==> config.mk <==
export PLATFORM = sky130hd
export DESIGN_NAME = instr_sequencer
export DESIGN_NICKNAME = d
export VERILOG_FILES = /design/src/rtl/proc_pkg.sv /design/src/rtl/cond_check.sv /design/src/rtl/instr_sequencer.sv
export SDC_FILE = /design/constraint.sdc
export NUM_CORES = 1
export LEC_CHECK = 0
export ABC_AREA = 1
export CELL_PAD_IN_SITES_DETAIL_PLACEMENT = 0
export CELL_PAD_IN_SITES_GLOBAL_PLACEMENT = 1
export CORE_ASPECT_RATIO = 0.75
export CORE_MARGIN = 3
export CORE_UTILIZATION = 33
export CTS_BUF_LIST = sky130_fd_sc_hd__clkbuf_16
export DETAILED_ROUTE_END_ITERATION = 6
export PLACE_DENSITY = 0.94
export SKIP_CTS_REPAIR_TIMING = 1
export SYNTH_ARGS = -nofsm -noshare
export SYNTH_HDL_FRONTEND = slang
export SYNTH_SLANG_ARGS = --single-unit
==> constraint.sdc <==
create_clock -name CLOCK_50 -period 3.2 [get_ports CLOCK_50]
set_input_delay 0.64 -clock CLOCK_50 [delete_from_list [all_inputs] [get_ports CLOCK_50]]
set_output_delay 0.64 -clock CLOCK_50 [all_outputs]
set_load 0.05 [all_outputs]
==> src/rtl/proc_pkg.sv <==
// Shared definitions for the processor control path: sequencer states, decode
// field constants, shifter select encodings, ARM condition codes and DP opcodes.
package proc_pkg;

    typedef enum logic [2:0] {
        S_IDLE,
        S_FETCH,
        S_DECODE,
        S_SHIFT,
        S_EXEC,
        S_MEM,
        S_BRANCH
    } seq_state_t;

    localparam logic [1:0] OP_DP    = 2'b00;
    localparam logic [1:0] OP_MEM   = 2'b01;
    localparam logic [1:0] OP_BR    = 2'b10;
    localparam logic [1:0] OP_UNDEF = 2'b11;

    localparam logic [2:0] SEL_DP_REG  = 3'b000;
    localparam logic [2:0] SEL_DP_IMM  = 3'b001;
    localparam logic [2:0] SEL_MEM_IMM = 3'b010;
    localparam logic [2:0] SEL_MEM_REG = 3'b011;
    localparam logic [2:0] SEL_BR      = 3'b101;
    localparam logic [2:0] SEL_NONE    = 3'b111;

    typedef enum logic [3:0] {
        COND_EQ = 4'h0, COND_NE = 4'h1, COND_CS = 4'h2, COND_CC = 4'h3,
        COND_MI = 4'h4, COND_PL = 4'h5, COND_VS = 4'h6, COND_VC = 4'h7,
        COND_HI = 4'h8, COND_LS = 4'h9, COND_GE = 4'hA, COND_LT = 4'hB,
        COND_GT = 4'hC, COND_LE = 4'hD, COND_AL = 4'hE, COND_NV = 4'hF
    } cond_t;

    localparam logic [3:0] DP_AND = 4'h0;
    localparam logic [3:0] DP_EOR = 4'h1;
    localparam logic [3:0] DP_SUB = 4'h2;
    localparam logic [3:0] DP_RSB = 4'h3;
    localparam logic [3:0] DP_ADD = 4'h4;
    localparam logic [3:0] DP_ADC = 4'h5;
    localparam logic [3:0] DP_SBC = 4'h6;
    localparam logic [3:0] DP_RSC = 4'h7;
    localparam logic [3:0] DP_TST = 4'h8;
    localparam logic [3:0] DP_TEQ = 4'h9;
    localparam logic [3:0] DP_CMP = 4'hA;
    localparam logic [3:0] DP_CMN = 4'hB;
    localparam logic [3:0] DP_ORR = 4'hC;
    localparam logic [3:0] DP_MOV = 4'hD;
    localparam logic [3:0] DP_BIC = 4'hE;
    localparam logic [3:0] DP_MVN = 4'hF;

    // Logical ops take C from the shifter and leave V alone.
    function automatic logic is_logical(input logic [3:0] opcode);
        case (opcode)
            DP_AND, DP_EOR, DP_TST, DP_TEQ,
            DP_ORR, DP_MOV, DP_BIC, DP_MVN: is_logical = 1'b1;
            default:                        is_logical = 1'b0;
        endcase
    endfunction

    // TST/TEQ/CMP/CMN only set flags and never write a register.
    function automatic logic is_compare(input logic [3:0] opcode);
        is_compare = (opcode[3:2] == 2'b10);
    endfunction

endpackage

==> src/rtl/cond_check.sv <==
// Evaluates an ARM condition field against the NZCV flags (combinational).
module cond_check
    import proc_pkg::*;
(
    input  logic [3:0] cond,
    input  logic [3:0] nzcv,
    output logic       pass
);

    logic n, z, c, v;
    assign {n, z, c, v} = nzcv;

    always_comb begin
        // NOTE: give every always_comb output a default first so no path can infer a latch.
        pass = 1'b0;
        case (cond)
            COND_EQ: pass = z;
            COND_NE: pass = ~z;
            COND_CS: pass = c;
            COND_CC: pass = ~c;
            COND_MI: pass = n;
            COND_PL: pass = ~n;
            COND_VS: pass = v;
            COND_VC: pass = ~v;
            COND_HI: pass = c & ~z;
            COND_LS: pass = ~c | z;
            COND_GE: pass = (n == v);
            COND_LT: pass = (n != v);
            COND_GT: pass = ~z & (n == v);
            COND_LE: pass = z | (n != v);
            COND_AL: pass = 1'b1;
            COND_NV: pass = 1'b0;
        endcase
    end

endmodule

==> src/rtl/instr_sequencer.sv <==
// Multi-cycle control FSM: fetch, decode, shifter wait, execute/memory/branch,
// then register-file, PC and flag writeback with registered single-cycle strobes.
module instr_sequencer
    import proc_pkg::*;
(
    input  logic        CLOCK_50,
    input  logic        RST_N,
    input  logic        run,
    output logic        imem_req,
    input  logic        imem_ack,
    input  logic [31:0] imem_rdata,
    output logic        dmem_req,
    output logic        dmem_we,
    input  logic        dmem_ack,
    output logic [31:0] IR,
    output logic [2:0]  CTRL_select,
    input  logic        was_shifted,
    input  logic        shift_carry,
    input  logic [3:0]  alu_nzcv,
    output logic [3:0]  flags,
    output logic        rf_we,
    output logic        rf_link,
    output logic        pc_we,
    output logic        pc_sel,
    output logic        busy,
    output logic        retired,
    output logic        undef
);

    seq_state_t state;

    logic [1:0] op;
    logic [3:0] opcode;
    logic       s_bit;
    logic       l_bit;
    logic       link;

    assign op     = IR[27:26];
    assign opcode = IR[24:21];
    assign s_bit  = IR[20];
    assign l_bit  = IR[20];
    assign link   = IR[24];

    logic cond_pass;

    cond_check u_cond_check (
        .cond (IR[31:28]),
        .nzcv (flags),
        .pass (cond_pass)
    );

    logic       retire_now;
    logic [3:0] flags_next;

    always_comb begin
        retire_now = 1'b0;
        case (state)
            S_DECODE: retire_now = ~cond_pass;
            S_SHIFT:  retire_now = (op == OP_UNDEF);
            S_EXEC:   retire_now = 1'b1;
            S_MEM:    retire_now = dmem_ack;
            S_BRANCH: retire_now = 1'b1;
            default:  retire_now = 1'b0;
        endcase
    end

    always_comb begin
        flags_next = {alu_nzcv[3:2], alu_nzcv[1:0]};
        if (is_logical(opcode))
            flags_next = {alu_nzcv[3:2], (was_shifted ? shift_carry : flags[1]), flags[0]};
    end

    assign busy = (state != S_IDLE);

    always_ff @(posedge CLOCK_50 or negedge RST_N) begin
        if (!RST_N) begin
            state       <= S_IDLE;
            IR          <= '0;
            flags       <= '0;
            CTRL_select <= SEL_NONE;
            imem_req    <= 1'b0;
            dmem_req    <= 1'b0;
            dmem_we     <= 1'b0;
            rf_we       <= 1'b0;
            rf_link     <= 1'b0;
            pc_we       <= 1'b0;
            pc_sel      <= 1'b0;
            retired     <= 1'b0;
            undef       <= 1'b0;
        end else begin
            // NOTE: sequential state uses <= only; pulses default low here and a later
            // assignment in the same block overrides, giving clean one-cycle strobes.
            rf_we   <= 1'b0;
            rf_link <= 1'b0;
            pc_we   <= 1'b0;
            pc_sel  <= 1'b0;
            retired <= 1'b0;
            undef   <= 1'b0;

            case (state)
                S_IDLE: begin
                    if (run) begin
                        state    <= S_FETCH;
                        imem_req <= 1'b1;
                    end
                end
                S_FETCH: begin
                    if (imem_ack) begin
                        IR          <= imem_rdata;
                        CTRL_select <= imem_rdata[27:25];
                        imem_req    <= 1'b0;
                        state       <= S_DECODE;
                    end
                end
                S_DECODE: begin
                    if (cond_pass)
                        state <= S_SHIFT;
                end
                S_SHIFT: begin
                    case (op)
                        OP_DP:  state <= S_EXEC;
                        OP_MEM: begin
                            state    <= S_MEM;
                            dmem_req <= 1'b1;
                            dmem_we  <= ~l_bit;
                        end
                        OP_BR:  state <= S_BRANCH;
                        default: undef <= 1'b1;
                    endcase
                end
                S_EXEC: begin
                    rf_we <= ~is_compare(opcode);
                    if (s_bit)
                        flags <= flags_next;
                end
                S_MEM: begin
                    if (dmem_ack) begin
                        dmem_req <= 1'b0;
                        dmem_we  <= 1'b0;
                        rf_we    <= l_bit;
                    end
                end
                S_BRANCH: begin
                    pc_sel  <= 1'b1;
                    rf_we   <= link;
                    rf_link <= link;
                end
                default: state <= S_IDLE;
            endcase

            // Every completion path advances the PC and returns to FETCH or IDLE.
            if (retire_now) begin
                retired     <= 1'b1;
                pc_we       <= 1'b1;
                CTRL_select <= SEL_NONE;
                state       <= run ? S_FETCH : S_IDLE;
                imem_req    <= run;
            end
        end
    end

endmodule

Yosys cells after proc, flatten, opt, wreduce, memory -nomap -nowiden. Memories as Yosys holds them, arrays and structs flattened. Cells that the tools add are included.

Register bits after elaboration: 50. Bits in latches: 0. RAM bits: 0. ROM bits: 16. Output and inout bits: 49. Memories: 1.

Memory list: (name not given) (words 16, bits a word 1, rd ports 1, clocked after Yosys merged registers in 0, wr ports 0, RTL line proc_pkg.sv:53) `case (opcode)`.

$add $sub $neg: 0. $mul: 0. Div/mod/pow operators: 0. $lt $le $gt $ge: 0. Equality and inequality tests: 35. Shift operators: 0. Mux-type cells: 30. Bitwise operators: 12. Reduce and logical (&&, ||, !) cells: 19.

Operators with widths (number): $eq 4x4->1 const B (8); $mux 3 (7); $eq 4x3->1 const B (4); $pmux 1 s16 (1); $pmux 3 s5 (1); $mux 1 (14); $reduce_and 3->1 (4); $eq 3x3->1 const B (3); $ne 3x3->1 const B (3); $pmux 3 s3 (1); $eq 4x2->1 const B (2); $not 1->1 (8); $eq 2x2->1 const B (3); $eq 3x2->1 const B (2); $ne 2x2->1 const B (3); $pmux 1 s2 (3); $reduce_and 2->1 (3); $reduce_bool 2->1 (3); $reduce_bool 3->1 (2); $reduce_or 3->1 (2); $ne 5x5->1 const B (1); $reduce_and 5->1 (1); $eq 4x1->1 const B (1); $logic_not 4->1 (1); 13 further kinds (15).

Longest topological paths before layout. Gate-level depths: netlist of run 1.

Depth after elaboration: 7. Depth in mapped cells: 16.

Cells and area by module. Synthesis of run 1 repeated with hierarchy kept, for this count alone.

Cells, all modules: 287. Area total of the unflattened synthesis: 2302.2 um^2.

By module, submodules not included: instr_sequencer (instances 1, cells an instance 242, area each 2097.0 um^2); cond_check (instances 1, cells an instance 45, area each 205.2 um^2).

Worst setup path after synthesis of run 1. OpenSTA, ideal clock, no wires.

Path kind: reg2reg. Start: register IR[28]. End: register imem_req. Setup time: 0.119 ns. Data arrival time: 1.799 ns. Path slack: 1.282 ns. Cell stages (with the launch flop): 15. Period minus slack after synthesis: 1.918 ns. Path through: dfrtp_1 -> inv_2 -> nor2_4 -> nand2_1 -> o21a_1 -> nand3_1 -> nand2_1 -> nand2_1 -> nand2_1 -> nand2_2 -> nand3_4 -> inv_4 -> nand3_2 -> nand3_2 -> nand2_1.

Word-level cells in the longest chain between the ends: 6. Elaborated cells on any way between the ends: 24. Classes of those cells: 17 x eq/ne; 3 x mux; 1 x bitwise; 3 x reduce/logical.

RTL lines: start, declared (RTL line instr_sequencer.sv:15) `output logic [31:0] IR,`; start signal, assigned (RTL line instr_sequencer.sv:109) `IR <= imem_rdata;`; $eq 4x4->1 (tied with other cells) (RTL line cond_check.sv:16) `case (cond)`; $pmux 1 s16 * (RTL line cond_check.sv:16); $not 1->1 * (RTL line instr_sequencer.sv:58) `S_DECODE: retire_now = ~cond_pass;`; $pmux 1 s4 * (RTL line instr_sequencer.sv:57) `case (state)`; net retire_now (RTL line instr_sequencer.sv:52) `logic retire_now;`; $ne 3x3->1 (no source line) / $reduce_bool 3->1 (equally long branches); $reduce_and 3->1 (no source line); end signal, assigned (RTL line instr_sequencer.sv:157) `imem_req <= run;`; end, declared (RTL line instr_sequencer.sv:9) `output logic imem_req,`.

Mark *: on every way through the listed nets, which the timed path passes. The rest lies on a longest branch. A chain may end at the register's enable or synchronous reset.

Final worst setup path of run 1.
Start: register state[0]. End: output busy.

Word-level cells in the longest chain between the ends: 1.

RTL lines: start, declared (RTL line instr_sequencer.sv:30) `seq_state_t state;`; start signal, assigned (RTL line instr_sequencer.sv:156) `state <= run ? S_FETCH : S_IDLE;`; $reduce_bool 3->1 (RTL line instr_sequencer.sv:73) `assign busy = (state != S_IDLE);`; end, declared (RTL line instr_sequencer.sv:25) `output logic busy,`.

No other way between the ends.

==> out/metrics.csv, run 1 <==
stage,metric,value,unit
finish,final_area,3390,sq um
clock_tree,clock-sinks,50,
drt,drtIter0Drc,106,
global_route,grt_util_met2,22.8,%
finish,num-nets-final,417,
placed_design,dp_slack,1.01,ns
pwr,leakagePower,1.64,nW
floorplanning,die_width,102,microns
global_route,grt_overflow_total,0,
floorplanning,die_h,78.1,microns
sta,setup_viol,0,
worst_setup_path,slowest_delay,0.72,ns
pwr,swShare,51.5,%
finish,drive_above_1_share,8.80,%
synth,synth_top_flop_cell,dfrtp_1,
placed_design,place_hpwl,4470,microns
placed_design,place.gp.congestion,0.818,
synth,netlist-cell-type-count,32,
finish,diodes,0,
sta,period_share,78.1,%
sta,hold_viol,0,
worst_setup_path,crit_family,buffers and inverters,
synth,synth_top_cell_by_area,dfrtp_1,
worst_setup_path,critPathBufInv,3,
hold_path,hold_path_class,reg -> reg,
sta,worstMarginPinSlew,1.12,ns
placed_design,dp.cells,448,
drt,routed_wl,6030,microns
global_route,grtUsageTotal,15.9,%
floorplanning,fp.dieArea,7970,sq um
finish,fin_cells,456,
sta,clock-skew-final,0.00538,ns
placed_design,port_buffers,91,
synth,synth_top_area_share,51.5,%
sta,finalSetupTns,0,ns
placed_design,postPlaceCellArea,3250,sq um
drt,final_antenna_net_count,0,
global_route,globalRoute.busiestLayer,met2,
worst_setup_path,slowest_stage,clkdlybuf4s50_1,
global_route,first_global_vias,2003,
sta,whs,0.469,ns
pwr,p_clk_share,12.2,%
global_route,grt_max_degree,51,
synth,ys.warnings.count,0,
finish,fillers,623,
sta,slew_viol_final,0,
sta,fin_crit,2.50,ns
global_route,grtUsageMet1,22.0,%
floorplanning,rows,25,
synth,async_reset_ff_share,100,%
synth,syn_area_per_cell,8.07,sq um
global_route,met3_usage,7.02,%
global_route,grt_first_pass_wirelength,9940,microns
sta,rsz0062_at_grt,no,
drt,via_per_inst,4.59,
synth,synth_fp_nets,326,
finish,syn_to_final_growth,48.6,%
floorplanning,core,6510,sq um
job,maxCapViolCount,0,
synth,ys_ff_latch,50,
clock_tree,cts_max_level,2,
worst_setup_path,cp-start-kind,flip-flop,
drt,drc,0,
pwr,power.density,1230,nW/um^2
synth,synth_seq_area_share,54.9,%
floorplanning,io_pins,92,
pwr,vdd_ir_drop_max,494,uV
clock_tree,clk_path_buf_depth,2,
drt,wl_per_cell,13.2,microns
pwr,seqPwrFrac,27.9,%
sta,setup_ws,0.701,ns
synth,synth_cells,283,
pwr,p_int,2.03,mW
clock_tree,numCtsBuffers,5,
synth,synth_edf_count,0,
worst_setup_path,critical_path_class,reg -> out,
drt,dr.pass1.iters,4,
sta,fmax,0.400,GHz
sta,slew_headroom,25.5,%
synth,synthTopCellsByArea,"dfrtp_1 51%, nand2_1 22%, dfstp_2 3.5%",
synth,syn-cell-area,2280,sq um
floorplanning,start_util,35.1,%
worst_setup_path,cp_data_required_time,2.56,ns
pwr,p_sw,2.15,mW
worst_setup_path,crit_chain,nor2_1 -> inv_1 -> nor2_1 -> inv_1 -> clkdlybuf4s50_1,
clock_tree,cts_tree,yes,
worst_setup_path,cp_max_fo,6,
global_route,antenna_found_initial,0,
pwr,comb_power_share,59.9,%
run_status,outcome,finished clean,
drt,via_count,2091,
worst_setup_path,endpoint_kind,primary output,
clock_tree,root_buffer,clkbuf_16,
clock_tree,path_clk_slew,0.07,ns
worst_setup_path,arrival,1.86,ns
clock_tree,insertion_delay,0.28,ns
==> area by class of cell <==
| cell class | count | area [sq um] | area share (%) |
|---|---|---|---|
| sequential | 50 | 1250 | 37.0 |
| inverter | 28 | 108 | 3.17 |
| tap | 81 | 101 | 2.99 |
| clock inverter | 3 | 16.3 | 0.479 |
| multi-input combinational | 196 | 868 | 25.6 |
| timing repair buffer | 93 | 921 | 27.1 |
| clock buffer | 5 | 125 | 3.69 |
==> power by group through the flow <==
stage | sequential [mW] | clock [mW] | combinational [mW]
floorplan | 2.03 | 0 | 0.834
CTS | 1.17 | 0.520 | 2.53
detailed placement | 1.17 | 0 | 2.51
global route | 1.21 | 0.552 | 2.71
finish | 1.16 | 0.507 | 2.50
global placement | 1.16 | 0 | 2.48
==> synth_stat cells, types with 2 or more instances <==
cell type	count
dfrtp_1	47
nor3_1	3
or2_1	2
nand2_2	2
clkbuf_1	2
nand2_1	131
nor3_2	2
inv_1	16
inv_2	9
buf_4	3
clkinv_1	2
dfstp_2	3
buf_2	3
o21ai_0	12
nand3_1	9
a21oi_1	2
o21ai_1	4
nor2_1	16
nand3_2	2
==> state kept, by name, indices dropped and copies added, names as in the netlist, 3 cells and up <==
name,count
IR,32
CTRL_select,3
flags,4
state,3
==> layer usage <==
metal  part of all wire [%]  routed length, microns
met1                     45                    2730
met5                      0                       0
met3                     11                     670
met2                     43                    2580
met4                   0.81                      49
==> cells in the final DEF, fill, tap and decap left out, types with 2 or more instances in the layout <==
| cell | instances |
|---|---|
| nand3_1 | 9 |
| clkdlybuf4s50_1 | 90 |
| dfrtp_1 | 47 |
| inv_1 | 16 |
| inv_2 | 9 |
| nand2_2 | 2 |
| dfstp_2 | 3 |
| a21oi_1 | 2 |
| nor3_1 | 3 |
| nand2_1 | 131 |
| clkinv_1 | 3 |
| nor2_1 | 15 |
| o21ai_0 | 12 |
| clkbuf_16 | 5 |
| nand3_2 | 2 |
| or2_1 | 2 |
| o21ai_1 | 4 |
| nor3_2 | 2 |
| buf_4 | 2 |
==> path summary, 6_finish.rpt <==
path / end / start / depth (start not counted) / slack, ns
min reg2reg: IR[4]$_DFFE_PN0P_ / IR[4]$_DFFE_PN0P_ / 2 / 0.47
min in group asynchronous: imem_req$_DFFE_PN0P_ / RST_N / 1 / 0.57
min: IR[4]$_DFFE_PN0P_ / IR[4]$_DFFE_PN0P_ / 2 / 0.47
max reg2reg: imem_req$_DFFE_PN0P_ / IR[29]$_DFFE_PN0P_ / 12 / 1.43
max in group asynchronous: rf_we$_DFF_PN0_ / RST_N / 1 / 1.94
max: busy / state[0]$_DFFE_PN0P_ / 5 / 0.70
==> per-stage QoR <==
step	utilization, %	power (mW)
after floorplan	-	2.86
after global placement	50.0	3.64
after detailed placement	50.0	3.68
after CTS	52.2	4.21
after global routing	52.2	4.47
final	52.2	4.17
==> tightest hold or removal path, cell delays in order, from the launching register on <==
cell     delay [ns]
dfrtp_1        0.34
nand2_1        0.05
nand2_1        0.05
==> cells by family after synthesis <==
logic type,Yosys count,share of synthesized area (%)
AND/OR/NAND/NOR,171,31.4
flip-flops,50,54.9
buffers and inverters,37,7.17
AO/OA/AOI/OAI,23,5.48
multiplexers,2,0.986
No activity file was read; power rests on OpenSTA's default activity.
==> inputs of run 2 (changes only) <==
- CORE_UTILIZATION: 33 -> 30
- PLACE_DENSITY: 0.94 -> 0.88
- clock period: 3.2 -> 2.4 ns (I/O delays scaled with it)
==> run 2 against run 1 <==
Compared with the run above:
- non-clock buffer count rose by 2
- register-to-register slack lost 0.76 ns
- clock skew fell by 0.0014 ns
- via count down 1.5%
- sequential power up 34%
- combinational power is 32% higher
- highest routed layer unchanged
==> out/metrics.csv, run 2 (synthesis results as in run 1) <==
stage,metric,value,unit,change
clock_tree,path_clk_slew,0.07,ns,about the same
worst_setup_path,rr_worst_depth,16,,+4
global_route,grt_max_degree,30,,-41%
global_route,first_global_vias,2051,,+2.4%
placed_design,place.gp.congestion,0.810,,-0.95%
job,maxCapViolCount,0,,unchanged
clock_tree,cts_max_level,2,,unchanged
floorplanning,core,7090,sq um,+9.0%
finish,final_common_cell,nand2_1,,
floorplanning,die_h,81.6,microns,+4.5%
sta,rsz0062_at_grt,no,,
drt,drtIter0Drc,90,,-15%
finish,drive_above_1_share,9.55,%,+0.75 points
clock_tree,root_buffer,clkbuf_16,,
worst_setup_path,arrival,1.71,ns,-0.15 ns
pwr,power.density,1620,nW/um^2,+31%
worst_setup_path,critical_path_class,reg -> out,,
placed_design,dp.cells,467,,+4.2%
run_status,outcome,finished clean,,
sta,setup_viol,0,,unchanged
drt,final_antenna_net_count,0,,unchanged
worst_setup_path,cp_max_fo,10,,+4
finish,diodes,0,,unchanged
drt,via_count,2060,,-1.5%
floorplanning,io_pins,92,,unchanged
finish,final_util,48.3,%,-3.8 points
sta,slew_viol_final,0,,unchanged
clock_tree,cts_tree,yes,,
sta,worstMarginPinSlew,0.580,ns,-0.538 ns
worst_setup_path,slowest_delay,0.88,ns,+0.16 ns
finish,final_cell_mix,"131 x nand2_1, 89 x clkdlybuf4s50_1, 47 x dfrtp_1",,
drt,drc,0,,unchanged
worst_setup_path,rrSetupSlack,0.67,ns,-0.76 ns
worst_setup_path,reg2reg_to,imem_req$_DFFE_PN0P_,,
finish,fin_cells,475,,+4.2%
sta,clock-skew-final,0.00399,ns,-0.00139 ns
worst_setup_path,slowest_stage,clkdlybuf4s50_1,,
pwr,vdd_ir_drop_max,644,uV,+30%
floorplanning,die_width,107,microns,+4.6%
sta,fin_crit,2.19,ns,
pwr,seqPwrFrac,28.1,%,+0.2 points
pwr,comb_power_share,59.7,%,-0.2 points
clock_tree,insertion_delay,0.28,ns,about the same
hold_path,hold_path_class,in -> async,,
drt,via_per_inst,4.34,,-5.4%
worst_setup_path,cp_data_required_time,1.92,ns,-0.64 ns
finish,num-nets-final,419,,+0.48%
worst_setup_path,endpoint_kind,primary output,,
sta,hold_viol,0,,unchanged
worst_setup_path,critPathBufInv,1,,-2
clock_tree,numCtsBuffers,5,,unchanged
global_route,grt_first_pass_wirelength,9970,microns,+0.34%
placed_design,port_buffers,91,,unchanged
finish,largest_reg_flops,32,,unchanged
finish,reg.largest.list,"IR x32, flags x4",,
worst_setup_path,r2r_start,IR[28]$_DFFE_PN0P_,,
placed_design,place_hpwl,4530,microns,+1.3%
sta,period_share,91.1,%,
sta,slew_headroom,61.4,%,+36 points
clock_tree,clock-sinks,50,,unchanged
floorplanning,fp.dieArea,8710,sq um,+9.3%
pwr,p_int,2.70,mW,+33%
global_route,grtUsageTotal,14.4,%,-1.5 points
pwr,leakagePower,1.65,nW,+0.62%
sta,fmax,0.457,GHz,
worst_setup_path,cp-start-kind,flip-flop,,
drt,routed_wl,5890,microns,-2.4%
worst_setup_path,crit_family,buffers and inverters,,
global_route,grt_overflow_total,0,,unchanged
drt,wl_per_cell,12.4,microns,-6.3%
drt,dr.pass1.iters,4,,unchanged
floorplanning,rows,26,,+4.0%
pwr,finalPower,5.54,mW,+33%
clock_tree,clk_path_buf_depth,2,,unchanged
global_route,antenna_found_initial,0,,unchanged
pwr,p_clk_share,12.2,%,about the same
pwr,swShare,51.3,%,-0.19 points
floorplanning,start_util,32.2,%,-2.9 points
pwr,p_sw,2.84,mW,+32%
finish,regMostFlops,IR,,
finish,syn_to_final_growth,50.1,%,
sta,finalSetupTns,0,ns,unchanged
worst_setup_path,crit_chain,clkdlybuf4s50_1,,
## run 2: area by class of cell
type | instances | area [sq um]
Inverter | 28 | 108
Timing Repair Buffer | 95 | 933
Clock buffer | 5 | 125
Clock inverter | 3 | 16.3
Tap cell | 98 | 123
Sequential cell | 50 | 1250
Fill cell | 729 | 3660
Multi-Input combinational cell | 196 | 868
## run 2: worst max path at each step
stage               slack, ns               start  cells past startpoint                   end
finish                   0.21  IR[29]$_DFFE_PN0P_                      1                IR[29]
detailed placement       0.51  IR[29]$_DFFE_PN0P_                      1                IR[29]
floorplan                0.48  IR[28]$_DFFE_PN0P_                     14  imem_req$_DFFE_PN0P_
CTS                      0.20  IR[29]$_DFFE_PN0P_                      1                IR[29]
global placement         0.53  IR[29]$_DFFE_PN0P_                      1                IR[29]
global route             0.12  IR[29]$_DFFE_PN0P_                      1                IR[29]
## run 2: metal layers
| layer | track usage, % | share of wire, % |
|---|---|---|
| met5 | 0 | 0 |
| met4 | 2.30 | 0.37 |
| met3 | 6.44 | 11 |
| met2 | 21.9 | 42 |
| met1 | 19.2 | 47 |
## run 2: stage by stage
stage | worst slack (ns) | hold WS [ns] | instance area [sq um]
2_1_floorplan | 0.482 | 0.184 | 2280
3_3_place_gp | 0.533 | 0.453 | 3290
3_5_place_dp | 0.513 | 0.457 | 3290
4_1_cts | 0.201 | 0.215 | 3430
5_1_grt | 0.123 | 0.229 | 3430
6_report | 0.214 | 0.195 | 3430
## run 2: power groups by stage
stage	clock, mW	combinational [mW]	sequential, mW
floorplan	0	1.11	2.71
global placement	0	3.32	1.55
detailed placement	0	3.34	1.56
CTS	0.697	3.35	1.56
global route	0.734	3.60	1.62
finish	0.676	3.31	1.56
